File: src/rtl/ahb_apb_pkg.sv
// ============================================================================
// ahb_apb_pkg : shared types, bus encodings and strobe helper for the bridge
// Revision    : 1.0  initial release
// ============================================================================
`default_nettype none

package ahb_apb_pkg;

    typedef enum logic [2:0] {
        ST_IDLE   = 3'd0,
        ST_SETUP  = 3'd1,
        ST_ACCESS = 3'd2,
        ST_ERR1   = 3'd3,
        ST_ERR2   = 3'd4
    } state_e;

    localparam logic [1:0] HTRANS_IDLE   = 2'b00;
    localparam logic [1:0] HTRANS_BUSY   = 2'b01;
    localparam logic [1:0] HTRANS_NONSEQ = 2'b10;
    localparam logic [1:0] HTRANS_SEQ    = 2'b11;

    localparam logic [2:0] HSIZE_BYTE = 3'b000;
    localparam logic [2:0] HSIZE_HALF = 3'b001;
    localparam logic [2:0] HSIZE_WORD = 3'b010;

    localparam logic HRESP_OKAY  = 1'b0;
    localparam logic HRESP_ERROR = 1'b1;

    // Reads never strobe; illegal sizes are rejected before this is used.
    function automatic logic [3:0] pstrb_gen(input logic [2:0] hsize,
                                             input logic [1:0] addr_lo,
                                             input logic       write);
        logic [3:0] strb;
        strb = 4'b0000;
        if (write) begin
            case (hsize)
                HSIZE_BYTE: strb = 4'b0001 << addr_lo;
                HSIZE_HALF: strb = addr_lo[1] ? 4'b1100 : 4'b0011;
                default:    strb = 4'b1111;
            endcase
        end
        return strb;
    endfunction

endpackage

`default_nettype wire

File: src/rtl/apb_timeout_cnt.sv
// ============================================================================
// apb_timeout_cnt : counts APB wait states, flags expiry at TIMEOUT
// Revision        : 1.0  initial release
// ============================================================================
`default_nettype none

module apb_timeout_cnt #(
    parameter int TIMEOUT = 256
) (
    input  logic clk,
    input  logic rst,
    input  logic clr,
    input  logic en,
    output logic expired
);

    localparam int CNT_W = (TIMEOUT > 1) ? $clog2(TIMEOUT + 1) : 1;
    localparam logic [CNT_W-1:0] LIMIT = CNT_W'(TIMEOUT);

    logic [CNT_W-1:0] cnt_q;
    logic [CNT_W-1:0] cnt_d;

    always_comb begin
        cnt_d = cnt_q;
        if (clr) begin
            cnt_d = '0;
        end else if (en && (cnt_q != LIMIT)) begin
            cnt_d = cnt_q + CNT_W'(1);
        end
    end

    always_ff @(posedge clk or posedge rst) begin
        if (rst) begin
            cnt_q <= '0;
        end else begin
            cnt_q <= cnt_d;
        end
    end

    // Fires in the wait cycle whose increment would reach the limit.
    assign expired = en && !clr && (cnt_d == LIMIT);

endmodule

`default_nettype wire

File: src/rtl/ahb_apb4_bridge.sv
// ============================================================================
// ahb_apb4_bridge : AHB-Lite slave to APB4 master with slot decode and timeout
// Revision        : 1.0  initial release
// ============================================================================
`default_nettype none

module ahb_apb4_bridge #(
    parameter int NUM_SLOTS = 16,
    parameter int SEL_LSB   = 24,
    parameter int PADDR_W   = 32,
    parameter int TIMEOUT   = 256
) (
    input  logic                 HCLK,
    input  logic                 HRESET,
    input  logic                 HSEL,
    input  logic [31:0]          HADDR,
    input  logic                 HWRITE,
    input  logic [1:0]           HTRANS,
    input  logic [2:0]           HSIZE,
    input  logic [3:0]           HPROT,
    input  logic [31:0]          HWDATA,
    input  logic                 HREADYIN,
    output logic                 HREADYOUT,
    output logic                 HRESP,
    output logic [31:0]          HRDATA,
    output logic [NUM_SLOTS-1:0] PSEL,
    output logic [PADDR_W-1:0]   PADDR,
    output logic                 PWRITE,
    output logic                 PENABLE,
    output logic [31:0]          PWDATA,
    output logic [3:0]           PSTRB,
    output logic [2:0]           PPROT,
    input  logic [31:0]          PRDATA,
    input  logic                 PREADY,
    input  logic                 PSLVERR
);

    import ahb_apb_pkg::*;

    state_e               state_q,   state_d;
    logic [NUM_SLOTS-1:0] psel_q,    psel_d;
    logic                 penable_q, penable_d;
    logic                 pwrite_q,  pwrite_d;
    logic [PADDR_W-1:0]   paddr_q,   paddr_d;
    logic [31:0]          pwdata_q,  pwdata_d;
    logic [3:0]           pstrb_q,   pstrb_d;
    logic [2:0]           pprot_q,   pprot_d;

    logic [3:0] slot;
    logic       slot_bad;
    logic       size_bad;
    logic       req;
    logic       done;
    logic       accept;
    logic       tmo_clr;
    logic       tmo_en;
    logic       tmo_expired;

    assign slot     = HADDR[SEL_LSB +: 4];
    assign slot_bad = ({1'b0, slot} >= 5'(NUM_SLOTS));
    assign size_bad = (HSIZE > HSIZE_WORD);
    assign req      = HSEL & HREADYIN & HTRANS[1];
    assign done     = (state_q == ST_ACCESS) & PREADY & ~PSLVERR;
    assign accept   = req & ((state_q == ST_IDLE) | done);
    assign tmo_en   = (state_q == ST_ACCESS) & ~PREADY;

    always_comb begin
        state_d   = state_q;
        psel_d    = psel_q;
        penable_d = penable_q;
        pwrite_d  = pwrite_q;
        paddr_d   = paddr_q;
        pwdata_d  = pwdata_q;
        pstrb_d   = pstrb_q;
        pprot_d   = pprot_q;
        tmo_clr   = 1'b0;

        case (state_q)
            ST_SETUP: begin
                state_d   = ST_ACCESS;
                penable_d = 1'b1;
                pwdata_d  = HWDATA;
            end
            ST_ACCESS: begin
                // PREADY is checked first so it wins over a coincident expiry.
                if (PREADY) begin
                    psel_d    = '0;
                    penable_d = 1'b0;
                    state_d   = PSLVERR ? ST_ERR1 : ST_IDLE;
                end else if (tmo_expired) begin
                    psel_d    = '0;
                    penable_d = 1'b0;
                    state_d   = ST_ERR1;
                end
            end
            ST_ERR1: state_d = ST_ERR2;
            ST_ERR2: state_d = ST_IDLE;
            default: state_d = state_q;
        endcase

        if (accept) begin
            if (slot_bad || size_bad) begin
                state_d = ST_ERR1;
            end else begin
                state_d  = ST_SETUP;
                psel_d   = NUM_SLOTS'(1) << slot;
                paddr_d  = HADDR[PADDR_W-1:0];
                pwrite_d = HWRITE;
                pstrb_d  = pstrb_gen(HSIZE, HADDR[1:0], HWRITE);
                pprot_d  = {~HPROT[0], 1'b1, HPROT[1]};
                tmo_clr  = 1'b1;
            end
        end
    end

    always_ff @(posedge HCLK or posedge HRESET) begin
        if (HRESET) begin
            state_q   <= ST_IDLE;
            psel_q    <= '0;
            penable_q <= 1'b0;
            pwrite_q  <= 1'b0;
            paddr_q   <= '0;
            pwdata_q  <= '0;
            pstrb_q   <= '0;
            pprot_q   <= '0;
        end else begin
            state_q   <= state_d;
            psel_q    <= psel_d;
            penable_q <= penable_d;
            pwrite_q  <= pwrite_d;
            paddr_q   <= paddr_d;
            pwdata_q  <= pwdata_d;
            pstrb_q   <= pstrb_d;
            pprot_q   <= pprot_d;
        end
    end

    generate
        if (TIMEOUT > 0) begin : g_timeout
            apb_timeout_cnt #(
                .TIMEOUT (TIMEOUT)
            ) u_timeout_cnt (
                .clk     (HCLK),
                .rst     (HRESET),
                .clr     (tmo_clr),
                .en      (tmo_en),
                .expired (tmo_expired)
            );
        end else begin : g_no_timeout
            assign tmo_expired = 1'b0;
        end
    endgenerate

    assign HREADYOUT = (state_q == ST_IDLE) | (state_q == ST_ERR2) | done;
    assign HRESP     = ((state_q == ST_ERR1) | (state_q == ST_ERR2)) ? HRESP_ERROR : HRESP_OKAY;
    assign HRDATA    = PRDATA;
    assign PSEL      = psel_q;
    assign PENABLE   = penable_q;
    assign PWRITE    = pwrite_q;
    assign PADDR     = paddr_q;
    assign PSTRB     = pstrb_q;
    assign PPROT     = pprot_q;
    // Write data is not yet registered during SETUP, so pass it straight through.
    assign PWDATA    = (state_q == ST_SETUP) ? HWDATA : pwdata_q;

    logic unused_ok;
    assign unused_ok = ^{HTRANS[0], HPROT[3:2], HADDR, tmo_clr, tmo_en};

endmodule

`default_nettype wire

File: config.mk
export PLATFORM = sky130hd
export DESIGN_NAME = ahb_apb4_bridge
export DESIGN_NICKNAME = d
export VERILOG_FILES = /design/src/rtl/ahb_apb_pkg.sv /design/src/rtl/apb_timeout_cnt.sv /design/src/rtl/ahb_apb4_bridge.sv
export SDC_FILE = /design/constraint.sdc
export NUM_CORES = 1
export LEC_CHECK = 0
export CORE_ASPECT_RATIO = 0.9
export CORE_MARGIN = 5
export CORE_UTILIZATION = 37
export DETAILED_ROUTE_END_ITERATION = 16
export GPL_TIMING_DRIVEN = 0
export PLACE_DENSITY = 0.78
export SKIP_CTS_REPAIR_TIMING = 1
export SLEW_MARGIN = 25
export SYNTH_ARGS = -nofsm -noshare
export SYNTH_HDL_FRONTEND = slang
export SYNTH_SLANG_ARGS = --single-unit
File: constraint.sdc
create_clock -name HCLK -period 3 [get_ports HCLK]
set_input_delay 0.3 -clock HCLK [delete_from_list [all_inputs] [get_ports HCLK]]
set_output_delay 0.3 -clock HCLK [all_outputs]
set_load 0.02 [all_outputs]
# After elaboration in Yosys (flattened, before gate mapping)
# Index checks and enable logic that the tools add are counted.
# word_totals
out_inout_bits	123
inputBits	112
ff_bits	101
wordCells	70
# classes
n_lt_le_gt_ge	1
shift	2
n_bitwise	14
n_reduce_logical	11
eq_ne	9
n_mux	23
add_sub_neg	1
# op_table
cell	count
$mux W16	5
$mux W32	1
$mux W9	2
$shl A1 B4 Y16 const A	1
$pmux W3 S4	1
$add A9 B1 Y9 const B	1
$eq A9 B9 Y1 const B	1
$mux W3	3
$ne A9 B9 Y1 const B	1
$mux W4	2
$pmux W4 S2	1
$and A1 B1 Y1	6
$eq A3 B1 Y1 const B	2
$eq A3 B2 Y1 const B	2
$logic_not A3 Y1	2
$reduce_and A2 Y1	3
$mux W1	5
$reduce_bool A5 Y1	1
$mux W2	2
$ne A4 B3 Y1 const B	1
$not A1 Y1	4
$or A1 B1 Y1	4
$shl A1 B2 Y4 const A	1
$eq A3 B3 Y1 const B	1
other kinds (6)	8

# Depth between registers and ports, before layout
# Gate-level depths: netlist (run 1).
# depth
ltp_word	14
depth_mapped	10
mapped_depth_nobuf	8

# Hierarchy
# From an unflattened synthesis (run 1), not the netlist that was laid out.
# hier_totals
hier_cells	372
hier_area_um2	4692.0
# modules_own_cells
mod	area_each_um2	cells_per_inst	instances	seq_area_each_um2
ahb_apb4_bridge	4073.9	304	1	2302.2
apb_timeout_cnt	618.1	68	1	225.2

# Least setup slack after synthesis (run 1)
# OpenSTA, ideal clock, no wires.
# synth_path
path_type	reg-to-reg
startpoint	reg g_timeout.u_timeout_cnt.cnt_q[0]
endpoint	reg psel_q[0] (netlist: PSEL[0])
arrival_time_ps	2187
synth_period_minus_slack_ps	2313
path_stages_with_launch	9
slack_ps	687
setup_ps	126
path_cell_list	dfrtp_1 > inv_1 > ha_1 > nor4b_1 > a21boi_4 > mux2i_1 > nor4b_4 > a211oi_4 > a221o_1
# synth_between
elab_chain_cells	11
# synth_lines
element	line_no	text
start, declared	apb_timeout_cnt.sv:20	logic [CNT_W-1:0] cnt_q;
start signal, assigned	apb_timeout_cnt.sv:36	cnt_q <= cnt_d;
parallel branches: the longest is 2 deep, another holds $add A9 B1 Y9	-	
$mux W9 *	apb_timeout_cnt.sv:27	end else if (en && (cnt_q != LIMIT)) begin
$mux W9 *	apb_timeout_cnt.sv:25	if (clr) begin
$eq A9 B9 Y1 *	apb_timeout_cnt.sv:41	assign expired = en && !clr && (cnt_d == LIMIT);
$logic_and A1 B1 Y1 *	apb_timeout_cnt.sv:41	
$mux W16 *	ahb_apb4_bridge.sv:90	end else if (tmo_expired) begin
$mux W16 *	ahb_apb4_bridge.sv:86	if (PREADY) begin
$mux W16 *	ahb_apb4_bridge.sv:78	case (state_q)
$mux W16	ahb_apb4_bridge.sv:102	if (slot_bad || size_bad) begin
$mux W16 *	ahb_apb4_bridge.sv:101	if (accept) begin
named net psel_d[0]	ahb_apb4_bridge.sv:41	logic [NUM_SLOTS-1:0] psel_q, psel_d;
end signal, assigned	ahb_apb4_bridge.sv:128	psel_q <= psel_d;
end, declared	ahb_apb4_bridge.sv:41	
# Mark *: on every way through the listed nets, which the timed path passes.
# A chain may end at the register's enable or synchronous reset.

# Worst setup path in the final report (run 1)
# layout_path
startpoint	reg state_q[0]
endpoint	out PWDATA[8]
# layout_between
elab_chain_cells	2
# layout_lines
element	line_no	text
start, declared	ahb_apb4_bridge.sv:40	state_e state_q, state_d;
start signal, assigned	ahb_apb4_bridge.sv:127	state_q <= state_d;
$eq A3 B1 Y1	ahb_apb4_bridge.sv:164	assign PWDATA = (state_q == ST_SETUP) ? HWDATA : pwdata_q;
$mux W32	ahb_apb4_bridge.sv:164	
end, declared	ahb_apb4_bridge.sv:30	output logic [31:0] PWDATA,
# No other way between the ends.

==> impl_metrics.env, run 1 <==
export IMPL_outcome="finished, final reports clean"
export IMPL_clk_pin_slew_ps=70
export IMPL_htree_levels=3
export IMPL_p_per_area_nw_per_um2=981
export IMPL_drt_iter0_markers=196
export IMPL_setup_viol=0
export IMPL_yosys_register_bits=101
export IMPL_period_minus_slack_ps=2870
export IMPL_core_sq_um=12600
export IMPL_ys_async_sr_fraction_pct=100
export IMPL_synth_area_top_cells="dfrtp_1, nand2_1, mux2_2"
export IMPL_initial_core_util_pct=37.6
export IMPL_wl_per_cell_um=16.4
export IMPL_end_kind="primary output"
export IMPL_tns_ps=0
export IMPL_stdcell_count=837
export IMPL_ys_warn_count=0
export IMPL_grt_overflow=0
export IMPL_route_met2_wl_mm=6.46
export IMPL_r2r_cells=10
export IMPL_hold_slack_ps=348
export IMPL_grt_pass1_vias=4326
export IMPL_drtPass1Iterations=4
export IMPL_drive_above_1_share_pct=14.9
export IMPL_m1WireLength_mm=5.37
export IMPL_synth_distinct_cells=47
export IMPL_worstPathArrival_ps=2570
export IMPL_dp_cells=822
export IMPL_slew_headroom_pct=60.4
export IMPL_wl_met3_mm=1.64
export IMPL_synth_edf_count=0
export IMPL_dpl_hpwl_mm=10.5
export IMPL_cts_root_buf="clkbuf_16"
export IMPL_hold_viol=0
export IMPL_cap_violations=0
export IMPL_die_x_um=129
export IMPL_required_ps=2700
export IMPL_fmax_mhz=349
export IMPL_slew_viol_final=0
export IMPL_clock_sinks=101
export IMPL_vdd_ir_drop_max_mv=0.690
export IMPL_nNetsFinal=783
export IMPL_synth_ff_type="dfrtp_1"
export IMPL_antennaDiodeCount=0
export IMPL_topRoutingLayerUsed="met4"
export IMPL_grt_antenna_before_repair=0
export IMPL_ys_seq_area_share_pct=53.2
export IMPL_clkLatencyLatePin_ps=350
export IMPL_vias_per_cell=4.85
export IMPL_antenna_left=0
export IMPL_synthTopCellsByCount="nand2_1, dfrtp_1, buf_4, mux2_2, nand3_1"
export IMPL_total_power_mw=7.20
export IMPL_synth_top_cell_by_area="dfrtp_1"
export IMPL_synth_most_common_cell="nand2_1"
export IMPL_syn_to_final_growth_pct=54.5
export IMPL_ios=235
export IMPL_dieHeight_um=117
export IMPL_hold_class="in2async"
export IMPL_regToRegSetupSlack_ps=390
export IMPL_synth_top_area_share_pct=53.2
export IMPL_grt_max_degree=55
export IMPL_syn_area_per_cell_sq_um=10.4
export IMPL_cts_tree="built"
export IMPL_wirelength_mm=13.7
export IMPL_path_max_fanout=10
export IMPL_post_route_drc_count=0
export IMPL_rows=39
export IMPL_vias=4061
export IMPL_post_route_period_util_pct=95.6
export IMPL_port_buffer_count=199
export IMPL_grt_pass1_wl_mm=21.7
export IMPL_netlist_instances=458
export IMPL_die_area_sq_um=15200
export IMPL_grt_use_total_pct=17.9
export IMPL_syn_area_sq_um=4750
export IMPL_gp_congestion=0.852
export IMPL_critical_path_class="reg2out"
export IMPL_syn_nets=572
export IMPL_start_kind="flop"
export IMPL_rsz0062_at_grt="false"
export IMPL_clock_path_buffers=2
export IMPL_cts_buffers=9
export IMPL_worst_clock_skew_ps=5.23
export IMPL_worst_slew_pin_slew_ps=594
export IMPL_leakage_nw=3.45
-- per-stage QoR --
step           setup WS [ps]  instance area, sq um  util (%)
2_1_floorplan           52.9                  4750         -
6_report                 133                  7340      58.1
3_5_place_dp           -19.5                  6980      55.2
5_1_grt                 22.5                  7340      58.1
4_1_cts                 -319                  7270      57.5
3_3_place_gp           -1380                  6950      55.0
-- flip-flops by register name, summed over array words and instances (netlist names) --
register,cells
g_timeout.u_timeout_cnt.cnt_q,9
pwdata_q,32
PWRITE,1
PSEL,16
PADDR,32
state_q,3
PPROT,3
PENABLE,1
PSTRB,4
-- logic make-up (layout without fill, tap and decap cells) --
group	count (synthesis)	count (layout)	synth area share, %
flip-flops	101	101	53.2
adder cells (fa/ha/maj)	2	2	0.527
AO/OA/AOI/OAI	64	64	10.6
multiplexers	34	34	8.01
buffers and inverters	63	278	7.90
XOR/XNOR	7	7	1.29
AND/OR/NAND/NOR	187	187	18.4
-- routing by layer --
metal  GRT usage (%)  up-vias
li1                -     1935
met2            29.4      200
met4            5.65        0
met3            7.58       16
met5               0        -
met1            21.3     1910
-- layout make-up --
type                    instances  area, sq um
plain buffers                  59          373
clock buffers                  10          229
clock inverters                 5         60.1
fillers                      1029         5300
inverters                       4         20.0
multi-input cells             294         1850
flip-flops and latches        101         2530
well taps                     164          205
repair buffers                200         2070
-- critical path, cell delays in order (launching register included) --
cell,delay [ps]
dfrtp_1,320
buf_2,210
nor2b_2,210
nor2b_1,150
clkbuf_2,180
clkbuf_4,240
mux2_2,370
clkdlybuf4s50_1,540
-- worst paths after layout --
check	endpoint	from
setup / recovery	PWDATA[8]	state_q[0]
hold / removal	pwdata_q[28]	HRESET
setup reg to reg	PSEL[12]	state_q[2]
hold reg to reg	PADDR[28]	PADDR[28]
max in group asynchronous	PADDR[23]	HRESET
min in group HCLK	PADDR[28]	PADDR[28]
-- cell usage in the layout, fill, tap and decap left out, drive strengths merged, types with 2 or more instances in the layout --
master and instances:
o31ai 9, nand3 20, a21boi 4, nand2 118, dfrtp 101, a211oi 2, nor2b 3, inv 5
o41ai 6, o21a 2, and3 2, nor2 17, mux2i 2, clkbuf 29, a21oi 8, dlymetal6s2s 22
nor4 2, a21o 16, nand4 2, mux2 32, ha 2, clkdlybuf4s50 177, nand4b 3, clkinv 2
xor2 2, xnor2 5, buf 41, nand2b 10, nor4b 4, o21ai 10, nor3 2
-- power breakdown --
part	internal, mW	switching [mW]
logic	1.84	1.90
registers	1.98	0.322
clock network	0.645	0.504
total	4.47	2.73
(Power assumes the default switching activity.)
==> inputs of run 2 (changes only) <==
Settings changed: CORE_UTILIZATION 37 to 44, PLACE_DENSITY 0.78 to 0.87.
Clock period 3 ns to 3.7 ns, I/O delays scaled along.
==> impl_metrics.env, run 2 (same netlist as run 1, synthesis figures left out) <==
export IMPL_outcome="finished, final reports clean"
export IMPL_drt_iter0_markers=231
export IMPL_ios=235
export IMPL_dieHeight_um=109
export IMPL_final_cell_mix="clkdlybuf4s50_1, nand2_1, dfrtp_1"
export IMPL_power_frac_comb_pct=52.4
export IMPL_vias_per_cell=5.07
export IMPL_hold_slack_ps=419
export IMPL_gp_congestion=0.884
export IMPL_netSwitchingFraction_pct=38.4
export IMPL_p_per_area_nw_per_um2=811
export IMPL_dpl_hpwl_mm=10.3
export IMPL_vias=4091
export IMPL_slew_headroom_pct=64.0
export IMPL_worst_slew_pin_slew_ps=533
export IMPL_cts_buffers=9
export IMPL_cap_violations=0
export IMPL_syn_to_final_growth_pct=52.5
export IMPL_initial_core_util_pct=44.5
export IMPL_worstPathArrival_ps=2970
export IMPL_seqPwrFrac_pct=31.7
export IMPL_clkLatencyLatePin_ps=330
export IMPL_antenna_left=0
export IMPL_hold_viol=0
export IMPL_rsz0062_at_grt="false"
export IMPL_die_x_um=120
export IMPL_setup_viol=0
export IMPL_worst_clock_skew_ps=10.5
export IMPL_nFillCells=813
export IMPL_drive_above_1_share_pct=14.4
export IMPL_start_kind="flop"
export IMPL_grt_use_total_pct=19.6
export IMPL_period_minus_slack_ps=3340
export IMPL_htree_levels=3
export IMPL_clock_sinks=101
export IMPL_path_max_fanout=10
export IMPL_clock_power_share_pct=15.9
export IMPL_critical_path_class="reg2out"
export IMPL_clk_pin_slew_ps=70
export IMPL_cts_root_buf="clkbuf_16"
export IMPL_drtPass1Iterations=4
export IMPL_total_power_mw=5.88
export IMPL_slew_viol_final=0
export IMPL_cts_tree="built"
export IMPL_final_common_cell="clkdlybuf4s50_1"
export IMPL_clock_path_buffers=2
export IMPL_grt_max_degree=60
export IMPL_hold_class="in2async"
export IMPL_rows=36
export IMPL_grt_overflow=0
export IMPL_internal_power_mw=3.62
export IMPL_wirelength_mm=13.0
export IMPL_wl_per_cell_um=16.2
export IMPL_core_sq_um=10700
export IMPL_die_area_sq_um=13000
export IMPL_port_buffer_count=199
export IMPL_end_kind="primary output"
export IMPL_p_sw_mw=2.26
export IMPL_vdd_ir_drop_max_mv=0.511
export IMPL_leakage_nw=3.23
export IMPL_nNetsFinal=783
export IMPL_antennaDiodeCount=0
export IMPL_fmax_mhz=300
export IMPL_post_route_drc_count=0
export IMPL_post_route_period_util_pct=90.1
export IMPL_grt_pass1_vias=4277
export IMPL_required_ps=3330
export IMPL_grt_antenna_before_repair=0
export IMPL_grt_pass1_wl_mm=20.9
==> run 2: cell type report <==
class                      instances  area [sq um]  share of cell area [%]
buffer                            59           360                    4.97
clock buffer                      10           239                    3.30
clock inverter                     6          65.1                   0.898
inverter                           4          20.0                   0.276
multi-input combinational        294          1850                    25.5
sequential                       101          2530                    34.9
tap                              133           166                    2.30
timing repair buffer             200          2020                    27.9
==> run 2: metal layers <==
metal | track usage (%) | vias up | wire length (um)
li1 | - | 1942 | -
met1 | 23.9 | 1949 | 5020
met2 | 34.3 | 183 | 6550
met3 | 6.12 | 17 | 1280
met4 | 4.82 | 0 | 186
met5 | 0 | - | 0
==> run 2: through the flow <==
stage / util [%] / instances / cell area [sq um] / setup TNS [ps] / worst slack [ps]
2_1_floorplan: - / 458 / 4750 / 0 / 683
3_3_place_gp: 64.7 / 790 / 6910 / -78200 / -779
3_5_place_dp: 65.0 / 791 / 6940 / 0 / 621
4_1_cts: 67.9 / 807 / 7240 / 0 / 299
5_1_grt: 67.9 / 807 / 7240 / 0 / 120
6_report: 67.9 / 807 / 7240 / 0 / 365
==> run 2: path summary, 6_finish.rpt <==
check,from,end,slack (ps),cells past startpoint
max,state_q[2],PWDATA[13],360,7
min in group HCLK,PPROT[1],PPROT[1],470,1
min,HRESET,pwdata_q[5],420,2
min reg2reg,PPROT[1],PPROT[1],470,1
max in group asynchronous,HRESET,PADDR[20],2650,3
max reg2reg,state_q[2],PSEL[12],1120,8
==> run 2: power groups by stage <==
stage	clock (mW)	combinational [mW]	sequential (mW)
floorplan	0	1.34	2.19
global placement	0	3.00	1.86
detailed placement	0	3.10	1.88
CTS	0.954	3.12	1.87
global route	1.00	3.30	1.93
finish	0.933	3.08	1.86
==> run 2: worst max-delay path: stages, from the launching register on <==
cell             delay (ps)
dfrtp_1                 360
clkbuf_2                190
nor2b_1                 210
nor2b_1                 150
clkbuf_1                280
clkbuf_1                450
mux2_2                  420
clkdlybuf4s50_1         570
==> inputs of run 3 (changes only) <==
Settings changed: CORE_MARGIN 5 to 10.
==> impl_metrics.env, run 3 (same netlist as run 1, synthesis figures left out) <==
export IMPL_ios=235
export IMPL_clock_path_buffers=2
export IMPL_r2r_cells=8
export IMPL_critical_path_class="reg2out"
export IMPL_gp_congestion=0.822
export IMPL_rows=35
export IMPL_leakage_nw=3.24
export IMPL_worstPathArrival_ps=2950
export IMPL_vdd_ir_drop_max_mv=0.557
export IMPL_vias_per_cell=5.09
export IMPL_htree_levels=3
export IMPL_grt_pass1_wl_mm=23.4
export IMPL_final_util_pct=70.1
export IMPL_slowest_stage="clkdlybuf4s50_1"
export IMPL_crit_family="buffers and inverters"
export IMPL_dp_cells=787
export IMPL_outcome="finished, final reports clean"
export IMPL_dieHeight_um=119
export IMPL_clock_sinks=101
export IMPL_antenna_left=0
export IMPL_syn_to_final_growth_pct=53.2
export IMPL_initial_core_util_pct=45.8
export IMPL_final_cell_mix="clkdlybuf4s50_1, nand2_1, dfrtp_1"
export IMPL_drive_above_1_share_pct=14.4
export IMPL_path_buf_inv=4
export IMPL_placed_area_sq_um=6940
export IMPL_drtPass1Iterations=4
export IMPL_start_kind="flop"
export IMPL_grt_overflow=0
export IMPL_end_kind="primary output"
export IMPL_hold_viol=0
export IMPL_wl_per_cell_um=18.5
export IMPL_required_ps=3330
export IMPL_timing_rr_end="PSEL[11]"
export IMPL_die_area_sq_um=15400
export IMPL_cts_buffers=9
export IMPL_clk_pin_slew_ps=60
export IMPL_antennaDiodeCount=0
export IMPL_nNetsFinal=783
export IMPL_fin_area_sq_um=7280
export IMPL_r2r_start="state_q[0]"
export IMPL_fmax_mhz=301
export IMPL_rsz0062_at_grt="false"
export IMPL_hold_class="in2async"
export IMPL_p_per_area_nw_per_um2=831
export IMPL_drt_iter0_markers=194
export IMPL_final_common_cell="clkdlybuf4s50_1"
export IMPL_cts_root_buf="clkbuf_16"
export IMPL_stdcell_count=803
export IMPL_worst_slew_pin_slew_ps=558
export IMPL_slew_viol_final=0
export IMPL_regToRegSetupSlack_ps=1070
export IMPL_grt_antenna_before_repair=0
export IMPL_port_buffer_count=199
export IMPL_post_route_drc_count=0
export IMPL_cap_violations=0
export IMPL_total_power_mw=6.05
export IMPL_path_max_fanout=10
export IMPL_hold_slack_ps=363
export IMPL_grt_pass1_vias=4387
export IMPL_grt_use_total_pct=18.7
export IMPL_core_sq_um=10400
export IMPL_vias=4089
export IMPL_cts_tree="built"
export IMPL_die_x_um=130
export IMPL_clkLatencyLatePin_ps=340
export IMPL_crit_chain="buf_2 -> nor2b_1 -> nor2b_1 -> clkbuf_1 -> clkbuf_1 -> mux2_2 -> clkdlybuf4s50_1"
export IMPL_period_minus_slack_ps=3320
export IMPL_grt_max_degree=75
export IMPL_dpl_hpwl_mm=11.8
export IMPL_worst_clock_skew_ps=6.56
export IMPL_wirelength_mm=14.9
export IMPL_slew_headroom_pct=62.8
export IMPL_critPathMaxStageDelay_ps=560
export IMPL_post_route_period_util_pct=89.7
export IMPL_setup_viol=0
[run 3: changes by cell type in the layout (fill, tap and decap cells not counted)]
cell        before  now
clkbuf_8         1    3
clkinv_8         1    0
clkinvlp_4       0    1
clkinv_4         2    0
bufinv_16        0    2
inv_8            2    0
[run 3: through the flow]
step	setup slack (ps)	TNS, ps
6_report	381	0
5_1_grt	137	0
4_1_cts	323	0
3_5_place_dp	588	0
3_3_place_gp	-717	-71820
2_1_floorplan	683	0
[run 3: routing by layer]
metal	track usage, %	vias to the layer above	part of all wire [%]
li1	-	1939	-
met1	20.1	1970	37
met2	32.2	174	50
met3	9.79	6	13
met4	3.51	0	0.48
met5	0	-	0
[run 3: report_power, final]
group | switching (mW) | internal, mW | total [mW]
clock network | 0.399 | 0.651 | 1.05
registers | 0.265 | 1.61 | 1.87
logic | 1.61 | 1.52 | 3.13
total | 2.28 | 3.77 | 6.05
[run 3: area by class of cell]
class                           instances  area, sq um
Timing Repair Buffer                  200         2020
Buffer                                 59          360
Sequential cell                       101         2530
Multi-Input combinational cell        294         1850
Clock buffer                           12          267
Fill cell                             760         3100
Tap cell                              129          161
Clock inverter                          4         76.3
Inverter                                4         20.0
[run 3: worst max-delay path by stage]
stage / startpoint / to / slack (ps) / cells past startpoint
floorplan: HRESET / PADDR[0] / 680 / 1
global placement: HRESET / PPROT[2] / -720 / 2
detailed placement: PREADY / PSEL[11] / 590 / 8
CTS: state_q[0] / PWDATA[18] / 320 / 7
global route: state_q[0] / PWDATA[12] / 140 / 7
finish: state_q[0] / PWDATA[4] / 380 / 7
==> RTL change, RTL diff (flow settings as in run 2) <==
Re-encode `state_e` (5 states) as one-hot, 5 bits wide.
--- a/src/rtl/ahb_apb_pkg.sv
+++ b/src/rtl/ahb_apb_pkg.sv
@@ -8,8 +8,8 @@
 
-    typedef enum logic [2:0] {
-        ST_IDLE   = 3'd0,
-        ST_SETUP  = 3'd1,
-        ST_ACCESS = 3'd2,
-        ST_ERR1   = 3'd3,
-        ST_ERR2   = 3'd4
+    typedef enum logic [4:0] {
+        ST_IDLE   = 5'b00001,
+        ST_SETUP  = 5'b00010,
+        ST_ACCESS = 5'b00100,
+        ST_ERR1   = 5'b01000,
+        ST_ERR2   = 5'b10000
     } state_e;
Behaviour: same outputs for any inputs over 4 cycles, from zero or initial values and one cycle with HRESET high; so few cycles prove little.
==> RTL change against run 2 <==
Final area rose by 2.5%. Sequential share of layout area fell by 0.16 points. Largest power group unchanged. Utilization rose by 0.54 points. Wire length rose by 6.4%. Sequential power fell by 4%. Total power fell by 6.8%. Worst setup slack got worse by 0.056 ns. Die area rose by 2.9%. Global-route usage rose by 0.53 points. Sequential cell count rose by 2. Area after synthesis rose by 3.1%. Combinational power fell by 11%.
==> RTL change: results (changes against run 2) <==
metric	value	unit	change
Synth Instances	494		+7.9%
Worst-Skew Late Latency	0.35	ns	+0.02 ns
worst hold path class	in -> async		
Layout Nets	820		+4.7%
Iter 0 DRT Violations	347		+50%
Post-Synth Adder-Cell Area	0.00511		-0.000160
Setup crit end	PWDATA[21]		
skew final	0.0118	ns	+0.00134 ns
Inst Count DP	847		+7.1%
reg-to-reg endpoint	PSEL[9]		
placed cell area	7120	sq um	+2.6%
Slowest-stage cell, CP	clkdlybuf4s50_1		
met2 wire len	6940	um	+5.9%
first-pass GRT wire length	21400	um	+2.7%
crit path DAT	3.02	ns	+0.05 ns
Critical Path Start	state_q[1]		
Worst R2R Setup Slack	0.64	ns	-0.48 ns
post-synthesis mux area share	0.0843		+0.00421
DPL Wire Length	10700	um	+4.2%
P_leak	0.00333	uW	+3.0%
M2 GR Usage	0.351		+0.00830
Pre-antenna DRT Iters	5		+1
vias per inst	5.03		-0.75%
M1 wire length	5380	um	+7.1%
Synth cell types	50		+6.4%
total number of vias	4342		+6.1%
top cells by area, synth	dfrtp_1 (52%), nand2_1 (9.4%), mux2_2 (7.8%), buf_4 (5.1%), a31oi_1 (2.0%)		
CTS Buffer Depth	2		unchanged
Tot GR Track Use	0.202		+0.00533
Synth Flop Type	dfrtp_1		
synth cell count leaders	nand2_1 (123), dfrtp_1 (102), mux2_2 (34)		
met1 usage in global routing	0.238		-0.00100
Seq/Total Area, Yosys	0.526		-0.00570
Compound-Gate Fraction of Synth Area	0.0874		-0.0188
largest net degree at the start of global routing	68		+13%
placer congestion estimate	0.947		+7.1%
met3 Use GR	0.0704		+0.00922
status	finished, final reports clean		
FF-to-FF Start	g_timeout.u_timeout_cnt.cnt_q[4]		
critical path's largest stage delay	0.57	ns	about the same
layout cells sized above 1	0.146		+0.00236
met3 WL	1350	um	+4.9%
Post-Synth XOR/XNOR Area	0.0161		+0.00318
Worst IR Drop VDD	0.000531	V	+4.0%
CTS root buf	clkbuf_16		
Slew headroom	0.659		+0.0194
vias in the first global route	4322		+1.1%
net count after synthesis	608		+6.3%
DR WL/cell	16.1	um	-0.46%
# diodes	0		unchanged
-- RTL change: changes by cell type after synthesis, sizes merged, moves of 9 or more --
cell / change
inv: +18
nor3: +14
o21ai: +12
nor4: +9
nand3: -13
a21o: -16
a31oi: +15
-- RTL change: power by group --
part,leakage [uW],internal [uW],switching [uW]
registers,0.00125,1550,225
clock network,0.000143,546,410
logic,0.00193,1330,1420
-- RTL change: metrics by stage --
stage	worst slack (ns)	hold slack, ns
CTS	0.263	0.397
global route	0.0753	0.430
global placement	-0.791	0.450
finish	0.309	0.388
detailed placement	0.588	0.457
floorplan	0.628	0.482
-- RTL change: area by class of cell --
type | count | area, sq um
repair buffers | 201 | 2020
fillers | 819 | 3430
clock inverters | 4 | 55.1
inverters | 22 | 87.6
clock buffers | 12 | 246
multi-input cells | 313 | 1880
plain buffers | 56 | 363
flip-flops and latches | 103 | 2580
well taps | 152 | 190
